### config.mk
export PLATFORM = sky130hd
export DESIGN_NAME = vend_dispense_ctrl
export DESIGN_NICKNAME = d
export VERILOG_FILES = /design/src/rtl/vend_dispense_ctrl.sv
export SDC_FILE = /design/constraint.sdc
export NUM_CORES = 1
export LEC_CHECK = 0
export CORE_UTILIZATION = 30
export DETAILED_ROUTE_END_ITERATION = 10
export PLACE_DENSITY_LB_ADDON = 0.2
export SLEW_MARGIN = 10
export SYNTH_ARGS = -nofsm -noshare
export SYNTH_HDL_FRONTEND = slang
export SYNTH_SLANG_ARGS = --single-unit
### constraint.sdc
create_clock -name i_clk -period 4.6 [get_ports i_clk]
set_clock_uncertainty 0.15 [all_clocks]
set_input_delay 0.92 -clock i_clk [delete_from_list [all_inputs] [get_ports i_clk]]
set_output_delay 0.92 -clock i_clk [all_outputs]
set_load 0.02 [all_outputs]
### src/rtl/vend_dispense_ctrl.sv
// vend_dispense_ctrl: runs the soda motor per sale, pays change nickel-by-nickel via hopper handshake, tracks stock and faults
module vend_dispense_ctrl #(
    parameter int MOTOR_CYCLES  = 8,
    parameter int EJECT_TIMEOUT = 16,
    parameter int NICKEL_W      = 6,
    parameter int NICKEL_INIT   = 31
) (
    input  logic                i_clk,
    input  logic                i_rst,
    input  logic                i_vend,
    input  logic [2:0]          i_change,
    input  logic                i_eject_ack,
    input  logic                i_refill,
    input  logic                i_fault_clr,
    output logic                o_busy,
    output logic                o_motor,
    output logic                o_eject_req,
    output logic                o_done,
    output logic                o_change_fault,
    output logic                o_nickel_low,
    output logic [NICKEL_W-1:0] o_nickel_cnt
);
    localparam int TMAX = MOTOR_CYCLES > EJECT_TIMEOUT ? MOTOR_CYCLES : EJECT_TIMEOUT;
    localparam int TW   = $clog2(TMAX + 1);
    typedef enum logic [2:0] {IDLE, MOTOR, EJECT, GAP, DONE, FAULT} state_t;
    state_t              state;
    logic [2:0]          rem;
    logic [TW-1:0]       tmr;
    logic [NICKEL_W-1:0] stock;
    logic                ack_ok;
    assign ack_ok         = state == EJECT && i_eject_ack;
    assign o_busy         = state != IDLE;
    assign o_motor        = state == MOTOR;
    assign o_eject_req    = state == EJECT;
    assign o_done         = state == DONE;
    assign o_change_fault = state == FAULT;
    assign o_nickel_cnt   = stock;
    assign o_nickel_low   = stock <= NICKEL_W'(4);
    // sale sequencer: shared timer counts motor run time and hopper ack timeout
    always_ff @(posedge i_clk) begin
        if (i_rst) begin
            state <= IDLE;
            rem   <= '0;
            tmr   <= '0;
        end else begin
            case (state)
                IDLE: if (i_vend) begin
                    rem   <= i_change > 3'd4 ? 3'd4 : i_change;
                    tmr   <= '0;
                    state <= MOTOR;
                end
                MOTOR: if (tmr == TW'(MOTOR_CYCLES - 1)) begin
                    tmr   <= '0;
                    state <= rem == 3'd0 ? DONE : stock == '0 ? FAULT : EJECT;
                end else begin
                    tmr <= tmr + TW'(1);
                end
                EJECT: if (i_eject_ack) begin
                    rem   <= rem - 3'd1;
                    tmr   <= '0;
                    state <= rem == 3'd1 ? DONE : GAP;
                end else if (tmr == TW'(EJECT_TIMEOUT - 1)) begin
                    tmr   <= '0;
                    state <= FAULT;
                end else begin
                    tmr <= tmr + TW'(1);
                end
                GAP:   state <= stock == '0 ? FAULT : EJECT;
                DONE:  state <= IDLE;
                FAULT: if (i_fault_clr) begin
                    rem   <= '0;
                    state <= IDLE;
                end
                default: state <= IDLE;
            endcase
        end
    end
    // hopper stock: refill beats a simultaneous ack, never wraps below zero
    always_ff @(posedge i_clk) begin
        if (i_rst || i_refill) stock <= NICKEL_W'(NICKEL_INIT);
        else if (ack_ok && stock != '0) stock <= stock - NICKEL_W'(1);
    end
endmodule

# Word-level counts from Yosys, hierarchy flattened
# Cells that the tools add are included.
[word_totals]
ff_bits = 17
output_inout_bits = 12
inputBits = 9
[op_classes]
n_reduce_logical = 13
magnitude_cmp = 2
eq_ne = 13
addsub = 3
mux = 18
[op_table]
columns = ["cell", "count"]
rows = [
  ["$mux W3", 11],
  ["$mux W5", 4],
  ["$pmux W3 S5", 1],
  ["$pmux W5 S3", 1],
  ["$pmux W3 S3", 1],
  ["$reduce_bool A3 Y1", 3],
  ["$reduce_and A4 Y1", 2],
  ["$eq A3 B1 Y1 const B", 2],
  ["$eq A3 B2 Y1 const B", 2],
  ["$eq A3 B3 Y1 const B", 2],
  ["$le A6 B3 Y1 const B", 1],
  ["$logic_not A3 Y1", 2],
  ["$logic_not A6 Y1", 1],
  ["$ne A2 B2 Y1 const B", 3],
  ["$reduce_bool A6 Y1", 1],
  ["$sub A6 B1 Y6 const B", 1],
  ["$add A5 B1 Y5 const B", 1],
  ["$eq A5 B3 Y1 const B", 1],
  ["$eq A5 B4 Y1 const B", 1],
  ["$gt A3 B3 Y1 const B", 1],
  ["$ne A3 B2 Y1 const B", 1],
  ["$sub A3 B1 Y3 const B", 1],
  ["$logic_and A1 B1 Y1", 2],
  ["$ne A2 B1 Y1 const B", 1],
  ["2 further kinds", 2],
]

# Longest topological paths before layout
# Gate-level depths: netlist of run 1.
[depth]
ltp_word = 5
ltp_mapped = 8

# Worst setup path after synthesis of run 1
# Ideal clock, no wire load.
[synth_path]
path_kind = "register -> output"
from = "reg stock[3], in the netlist o_nickel_cnt[3]"
to = "out o_nickel_low"
t_arrival_ps = 1273
stages_incl_launch_ff = 4
setup_slack_ps = 2257
required_ps = 3530
path_buffers = 1
cell_sequence = "dfxtp_1 -> or3_1 -> clkbuf_2 -> a21oi_1"
[synth_via]
elab_chain_len = 1
[synth_rtl]
columns = ["item", "line_no", "rtl"]
rows = [
  ["start: declaration", "29", "logic [NICKEL_W-1:0] stock;"],
  ["start signal: assignment", "80", "if (i_rst || i_refill) stock <= NICKEL_W'(NICKEL_INIT);"],
  ["start signal: assignment", "81", "else if (ack_ok && stock != '0) stock <= stock - NICKEL_W'(1);"],
  ["$le A6 B3 Y1", "38", "assign o_nickel_low = stock <= NICKEL_W'(4);"],
  ["end: declaration", "20", "output logic o_nickel_low,"],
]
# No other way between the ends.

# Worst setup path after layout of run 1
[layout_path]
from = "reg state[1]"
to = "out o_eject_req"
[layout_via]
elab_chain_len = 1
[layout_rtl]
columns = ["item", "line_no", "rtl"]
rows = [
  ["start: declaration", "26", "state_t state;"],
  ["start signal: assignment", "54", "state <= rem == 3'd0 ? DONE : stock == '0 ? FAULT : EJECT;"],
  ["start signal: assignment", "61", "state <= rem == 3'd1 ? DONE : GAP;"],
  ["start signal: assignment", "68", "GAP: state <= stock == '0 ? FAULT : EJECT;"],
  ["$eq A3 B2 Y1", "34", "assign o_eject_req = state == EJECT;"],
  ["end: declaration", "17", "output logic o_eject_req,"],
]
# No other way between the ends.

==> results of run 1 <==
## sequential cells by signal, indices dropped and copies added (netlist names)
| register | cells |
|---|---|
| state | 3 |
| tmr | 5 |
| o_nickel_cnt | 6 |
| rem | 3 |
## synth_stat cells (3+ instances only)
cell type	number	share of area, %
a211oi_1	3	1.9
a21oi_1	7	3.0
dfxtp_1	17	29
ha_1	8	8.5
inv_1	11	3.5
nand2_1	10	3.2
nand2b_1	6	3.2
nand3_1	3	1.3
nor2_1	13	4.2
nor3_1	3	1.3
o211ai_1	4	2.6
or3_1	3	1.6
xor2_1	3	2.2
## power breakdown
part           switching [mW]  leakage (nW)  total [mW]  internal [mW]
Clock                  0.0567        0.0255       0.117         0.0603
Combinational          0.0956         0.376       0.180         0.0840
Sequential             0.0318         0.138       0.197          0.165
Total                   0.184         0.540       0.493          0.309
## final timing paths
check	from	end	depth (start not counted)
worst max register to register	tmr[0]	state[1]	8
worst min register to register	tmr[1]	tmr[1]	2
worst max-delay path	state[1]	o_eject_req	3
worst min-delay path	tmr[1]	tmr[1]	2
## worst min-delay path: cells and delay by family, from the launching register on
| family | cells | cell delay [ns] |
|---|---|---|
| compound gates | 1 | 0.05 |
| simple gates | 1 | 0.06 |
| flops | 1 | 0.33 |
## metrics by stage
stage	setup slack (ns)	instances	total power, mW
2_1_floorplan	2.26	137	0.333
3_3_place_gp	1.72	198	0.378
3_5_place_dp	1.68	198	0.380
4_1_cts	1.40	202	0.497
5_1_grt	1.25	202	0.531
6_report	1.41	202	0.493
## final cells by class
| class | instances | share of cell area, % |
|---|---|---|
| clock buffer | 3 | 2.88 |
| clock inverter | 1 | 0.349 |
| multi-input combinational | 102 | 52.0 |
| timing repair buffer | 20 | 14.0 |
| tap | 48 | 4.19 |
| sequential | 17 | 23.8 |
| inverter | 11 | 2.88 |
## placed cells by master (no fill, tap or decap), types with 2 or more instances in the layout
cell             netlist  layout
a2111oi_2              2       2
a211oi_1               3       3
a21oi_1                7       7
a311oi_1               2       2
clkbuf_8               0       3
clkdlybuf4s50_1        0      20
dfxtp_1               17      17
ha_1                   8       8
inv_1                 11      11
nand2_1               10      10
nand2b_1               6       6
nand3_1                3       3
nand3b_1               2       2
nor2_1                13      13
nor2b_1                2       2
nor3_1                 3       3
nor3b_1                2       2
nor4b_1                2       2
o211ai_1               4       4
o21ai_0                2       2
o21ai_1                2       2
or3_1                  3       3
xor2_1                 3       3
## layer usage
layer,routed length (µm),global-route usage (%),up-vias
li1,-,-,534
met1,1290,19.1,471
met2,1140,20.0,27
met3,119,2.82,5
met4,47,6.67,0
met5,0,0,-
## cells by family after synthesis
group / after synthesis / synth area share [%]
fa+ha+maj: 8 / 8.53
compound gates: 35 / 23.2
mux: 1 / 0.853
xor+xnor: 4 / 2.99
flops: 17 / 29.0
simple gates: 54 / 27.8
buf+inv: 18 / 7.57
==> flow_summary.yaml, run 1 <==
layout:
  num_antenna_cells: 0
  num-nets-final: 172
  nFillCells: 380
  seq_area_um2: 340
  utilization_pct: 38.6
  drive_gt1_share_pct: 8.44
  area_growth_pct: 22.1
  final_cell_area_um2: 1430
  multi_input_area_um2: 744
clock_tree:
  cts_buffer_depth: 2
  cts.hold.buffers_added: 0
  tritoncts: "done"
  cts_setup_buffers: 0
  htreeDepth: 1
  cts_buffers: 3
  clk_pin_slew_ns: 0.07
  post_cts_resized: 0
  clock_sinks: 17
  root_buffer: "clkbuf_8"
  clock_latency_ns: 0.26
floorplanning:
  dieArea_um2: 4170
  fp-row-count: 22
  io_pins: 21
  initial_core_util_pct: 31.6
  die_w_um: 64.5
  die_y_um: 64.5
  core_area_um2: 3720
worst_setup_path:
  cp_cell_sequence: "or3b_1, inv_1, clkdlybuf4s50_1"
  crit_arrival_ns: 2.12
  cp_slowest_stage_delay_ns: 0.60
  path_buf_inv: 2
  worst_ep_required_time_ns: 3.53
  critPathTopFamily: "buffers and inverters"
  critPathMaxFanout: 16
  end_kind: "primary output"
  critPathKind: "reg2out"
  critPathLaunchType: "register"
  r2r_setup_slack_ns: 2.45
  critical_path.slowest_cell: "clkdlybuf4s50_1"
route:
  drt_iter0_drc: 39
  dr_total_vias: 1037
  ant_nets: 0
  routedWlPerCell_um: 12.9
  firstDrtPassIters: 4
  routed_wl_um: 2600
  viasPerCell: 5.13
  route.detailed.drc: 0
logic_synthesis:
  ys_warn_count: 0
  async_flop_share_pct: 0
  netlist_area_um2: 1170
  synth_ff_type: "dfxtp_1"
  synth_cells: 137
  synth_fp_nets: 154
  ys_seq_elements: 17
  synth_seq_area_share_pct: 29.0
  yosysUniqueCellTypes: 49
  synth_edf_count: 0
  avgSynthCellArea_um2: 8.57
sta:
  fin_hold_ws_ns: 0.331
  max_slew_margin_pct: 58.1
  rsz0062_at_grt: "no"
  fin_crit_sh_pct: 69.4
  tns_ns: 0
  timing.fmax_ghz: 0.313
  hold_viol: 0
  setup_violations: 0
  post-route-min-period_ns: 3.19
  tightest_slew_ns: 0.624
  final_max_slew_viol_count: 0
pwr:
  power_density_nw_per_um2: 344
  ir_worst_vdd_uv: 113
  leakage_nw: 0.540
grt:
  grt_util_all_layers_pct: 13.8
  first_global_vias: 959
  grt_remaining_overflow: 0
  grt_max_degree: 19
  grt_pass1_wl_um: 4420
  antenna_found_initial: 0
place:
  place_area_um2: 1390
  io_buffer_count: 20
  routabilityCongestion: 0.809
  dp_hpwl_um: 1950
run:
  cap_viol_max_count: 0
worst_hold_path:
  hold_class: "reg2reg"
run_status:
  outcome: "complete, no violations"
(Power assumes the default switching activity.)
==> inputs of run 2 (changes only) <==
Clock period 4.6 ns to 2.8 ns, I/O delays scaled along.
==> run 2 against run 1 <==
  * Clock power up 61%
  * Critical path type unchanged
  * Register-to-register slack got worse by 1.8 ns
  * Cell count increased by 2.5%
==> flow_summary.yaml, run 2 (synthesis results as in run 1) <==
grt:
  grt_pass1_wl_um: 4570
  antenna_found_initial: 0
  grt_util_all_layers_pct: 14.3
  grt_max_degree: 17
  grt_remaining_overflow: 0
  first_global_vias: 976
clock_tree:
  cts_buffers: 3
  root_buffer: "clkbuf_8"
  post_cts_resized: 0
  cts.hold.buffers_added: 0
  tritoncts: "done"
  htreeDepth: 1
  clock_sinks: 17
  clk_pin_slew_ns: 0.07
  cts_setup_buffers: 0
  clock_latency_ns: 0.25
  cts_buffer_depth: 2
floorplanning:
  die_y_um: 64.5
  initial_core_util_pct: 31.6
  die_w_um: 64.5
  io_pins: 21
  dieArea_um2: 4170
  fp-row-count: 22
  core_area_um2: 3720
layout:
  num-nets-final: 177
  nFillCells: 402
  area_growth_pct: 25.3
  final_common_cell: "clkdlybuf4s50_1"
  drive_gt1_share_pct: 11.3
  largest_reg_flops: 6
  final_cell_count_no_fill: 207
  final_cell_mix: "clkdlybuf4s50_1 (20), dfxtp_1 (17), nor2_1 (13)"
  num_antenna_cells: 0
route:
  drt_iter0_drc: 52
  firstDrtPassIters: 4
  route.detailed.drc: 0
  routed_wl_um: 2730
  ant_nets: 0
  routedWlPerCell_um: 13.2
  dr_total_vias: 1068
  viasPerCell: 5.16
sta:
  final_max_slew_viol_count: 0
  timing.fmax_ghz: 0.382
  hold_viol: 0
  fin_crit_sh_pct: 93.5
  rsz0062_at_grt: "no"
  tns_ns: 0
  tightest_slew_ns: 0.627
  setup_violations: 0
  max_slew_margin_pct: 57.9
  post-route-min-period_ns: 2.62
place:
  routabilityCongestion: 0.802
  io_buffer_count: 20
  numPlacedInstances: 203
  dp_hpwl_um: 2100
worst_setup_path:
  worst_ep_required_time_ns: 2.09
  critPathMaxFanout: 16
  crit_arrival_ns: 1.91
  r2r_cells: 8
  critPathLaunchType: "register"
  critPathKind: "reg2out"
  end_kind: "primary output"
worst_hold_path:
  hold_class: "reg2reg"
  whs_path_depth: 2
run:
  cap_viol_max_count: 0
pwr:
  leakage_nw: 0.564
  ir_worst_vdd_uv: 190
  power_density_nw_per_um2: 563
run_status:
  outcome: "complete, no violations"
-- run 2: cell types whose count changed in the layout (fill, tap and decap cells not counted), sizes merged --
cell,change
buf,+5
-- run 2: where the power goes --
group / switching [mW] / internal [mW] / leakage, nW
sequential: 0.0425 / 0.271 / 0.138
clock: 0.0895 / 0.0987 / 0.0255
combinational: 0.172 / 0.155 / 0.400
-- run 2: final timing paths --
check | start | end | slack [ns]
max reg2reg | tmr[0] | tmr[2] | 0.67
max | state[2] | o_change_fault | 0.18
min reg2reg | tmr[1] | tmr[1] | 0.33
min | tmr[1] | tmr[1] | 0.33
-- run 2: area by class of cell --
| cell class | instances | area (µm²) | share of cell area (%) |
|---|---|---|---|
| clock buffer | 3 | 41.3 | 2.81 |
| sequential | 17 | 340 | 23.1 |
| tap | 48 | 60.1 | 4.09 |
| multi-input combinational | 102 | 744 | 50.6 |
| clock inverter | 1 | 5.00 | 0.340 |
| timing repair buffer | 25 | 238 | 16.2 |
| inverter | 11 | 41.3 | 2.81 |
-- run 2: per-stage QoR --
| step | cell area (µm²) | hold slack [ns] | utilization, % | setup WS (ns) | power [mW] |
|---|---|---|---|---|---|
| 2_1_floorplan | 1170 | 0.299 | - | 0.816 | 0.547 |
| 3_3_place_gp | 1420 | 0.318 | 38.3 | 0.447 | 0.639 |
| 3_5_place_dp | 1420 | 0.323 | 38.3 | 0.376 | 0.645 |
| 4_1_cts | 1470 | 0.334 | 39.6 | 0.177 | 0.838 |
| 5_1_grt | 1470 | 0.379 | 39.6 | 0.0856 | 0.892 |
| 6_report | 1470 | 0.329 | 39.6 | 0.182 | 0.828 |
-- run 2: metal layers --
layer / share of wire [%] / global-route usage [%] / up-vias / wire length (µm)
li1: - / - / 552 / -
met1: 48 / 18.9 / 488 / 1320
met2: 47 / 22.8 / 26 / 1280
met3: 3.8 / 2.46 / 2 / 103
met4: 1.1 / 6.11 / 0 / 29
met5: 0 / 0 / - / 0
-- run 2: critical path, cell delays in order, from the launching register on --
cell and delay (ns):
dfxtp_1 0.65, nand3b_1 0.23, inv_1 0.15, clkdlybuf4s50_1 0.62
==> inputs of run 3 (changes only) <==
Settings changed: CORE_UTILIZATION 30 to 41.
==> run 3 against run 2 <==
  * Non-clock buffer count decreased by 2
  * Routed wire length increased by 2.6%
  * Critical path type unchanged
  * Fmax decreased by 2.0%
  * Flip-flop and latch count unchanged
  * Cell area decreased by 3.7%
  * Sequential power increased by 3%
  * Largest cell class unchanged
  * Sequential share of layout area increased by 0.99 points
  * Worst setup slack got worse by 0.053 ns
==> flow_summary.yaml, run 3 (synthesis results as in run 1) <==
clock_tree:
  root_buffer: "clkbuf_4"
  cts_buffers: 3
  post_cts_resized: 0
  cts.hold.buffers_added: 0
  cts_buffer_depth: 2
  clock_latency_ns: 0.30
  clock_sinks: 17
  cts_setup_buffers: 0
  tritoncts: "done"
  clk_pin_slew_ns: 0.10
  htreeDepth: 1
route:
  ant_nets: 0
  route.detailed.drc: 0
  firstDrtPassIters: 4
  drt_iter0_drc: 28
  dr_total_vias: 1078
  viasPerCell: 5.73
  routed_wl_um: 2800
  routedWlPerCell_um: 14.9
pwr:
  combPwrFrac_pct: 39.8
  ir_worst_vdd_uv: 307
  p_total_mw: 0.769
  internal-power_mw: 0.470
  leakage_nw: 0.544
  p_sw_share_pct: 38.9
  seqPwrFrac_pct: 42.0
  p_sw_mw: 0.299
  clkPwrFrac_pct: 18.2
  power_density_nw_per_um2: 543
floorplanning:
  dieArea_um2: 3080
  io_pins: 21
  initial_core_util_pct: 42.9
  die_w_um: 55.5
  core_area_um2: 2730
  die_y_um: 55.5
  fp-row-count: 19
layout:
  num-nets-final: 175
  drive_gt1_share_pct: 10.2
  nFillCells: 265
  largest_reg_flops: 6
  num_antenna_cells: 0
  seq_area_um2: 342
  final_cell_mix: "clkdlybuf4s50_1 (20), dfxtp_1 (16), nor2_1 (13)"
  multi_input_area_um2: 744
  final_common_cell: "clkdlybuf4s50_1"
  area_growth_pct: 20.6
grt:
  grt_pass1_wl_um: 4690
  grt_util_all_layers_pct: 19.4
  first_global_vias: 1043
  grt_max_degree: 19
  grt_remaining_overflow: 0
  use_met2_pct: 34.4
  grt_busiest_layer: "met2"
  grt_util_met1_pct: 22.7
  grt_util_met3_pct: 5.15
  antenna_found_initial: 0
sta:
  tightest_slew_ns: 0.698
  rsz0062_at_grt: "no"
  post-route-min-period_ns: 2.67
  fin_crit_sh_pct: 95.4
  setup_violations: 0
  max_slew_margin_pct: 53.0
  final_max_slew_viol_count: 0
  timing.fmax_ghz: 0.374
  tns_ns: 0
  hold_viol: 0
worst_hold_path:
  hold_class: "reg2reg"
  whs_path_depth: 2
worst_setup_path:
  end_kind: "primary output"
  r2r_cells: 8
  critPathMaxFanout: 7
  crit_arrival_ns: 1.96
  critPathLaunchType: "register"
  worst_ep_required_time_ns: 2.09
  critical_path.slowest_cell: "clkdlybuf4s50_1"
  critPathKind: "reg2out"
  cp_slowest_stage_delay_ns: 0.62
  cp_cell_sequence: "or3_1, a21oi_1, clkdlybuf4s50_1"
place:
  io_buffer_count: 20
  dp_hpwl_um: 2090
  routabilityCongestion: 0.761
run_status:
  outcome: "complete, no violations"
run:
  cap_viol_max_count: 0
-- run 3: changes by cell type in the layout (fill, tap and decap cells not counted) --
cell / delta
clkbuf_8: -3
dfxtp_2: +1
clkbuf_1: +1
buf_4: -2
clkinv_2: -1
dfxtp_1: -1
clkbuf_4: +3
-- run 3: worst paths after layout --
check / slack (ns) / startpoint / end
worst max-delay path: 0.13 / o_nickel_cnt[3] / o_nickel_low
worst min-delay path: 0.33 / tmr[1] / tmr[1]
worst max register to register: 0.67 / tmr[0] / tmr[2]
worst min register to register: 0.33 / tmr[1] / tmr[1]
-- run 3: layout make-up --
cell class / count / area share, %
inverters: 11 / 2.92
flip-flops and latches: 17 / 24.1
well taps: 31 / 2.74
multi-input cells: 102 / 52.6
repair buffers: 23 / 15.7
clock buffers: 4 / 1.86
-- run 3: stage by stage --
stage	hold WS [ns]	area, µm²	std cells	utilization, %	setup WS (ns)
2_1_floorplan	0.299	1170	137	-	0.816
4_1_cts	0.335	1410	188	51.7	0.0653
3_5_place_dp	0.320	1390	184	50.8	0.414
6_report	0.335	1420	188	51.8	0.129
3_3_place_gp	0.311	1390	184	50.8	0.439
5_1_grt	0.361	1420	188	51.8	0.0483
-- run 3: critical path: cells and delay by family (launching register included) --
family                 cells  cell delay [ns]
flip-flops                 1             0.37
AND/OR/NAND/NOR            1             0.51
AO/OA/AOI/OAI              1             0.16
buffers and inverters      1             0.62
-- run 3: routing by layer --
layer	wire length [µm]	vias up	part of all wire, %
met1	1270	510	45
met2	1420	19	51
met3	84	4	3.0
li1	-	545	-
met5	0	-	0
met4	22	0	0.79
-- run 3: power by group through the flow --
stage	sequential, mW	clock [mW]	combinational, mW
after global routing	0.330	0.156	0.340
after floorplan	0.295	0	0.252
after global placement	0.324	0	0.297
after CTS	0.320	0.145	0.307
final	0.323	0.140	0.306
after detailed placement	0.326	0	0.304
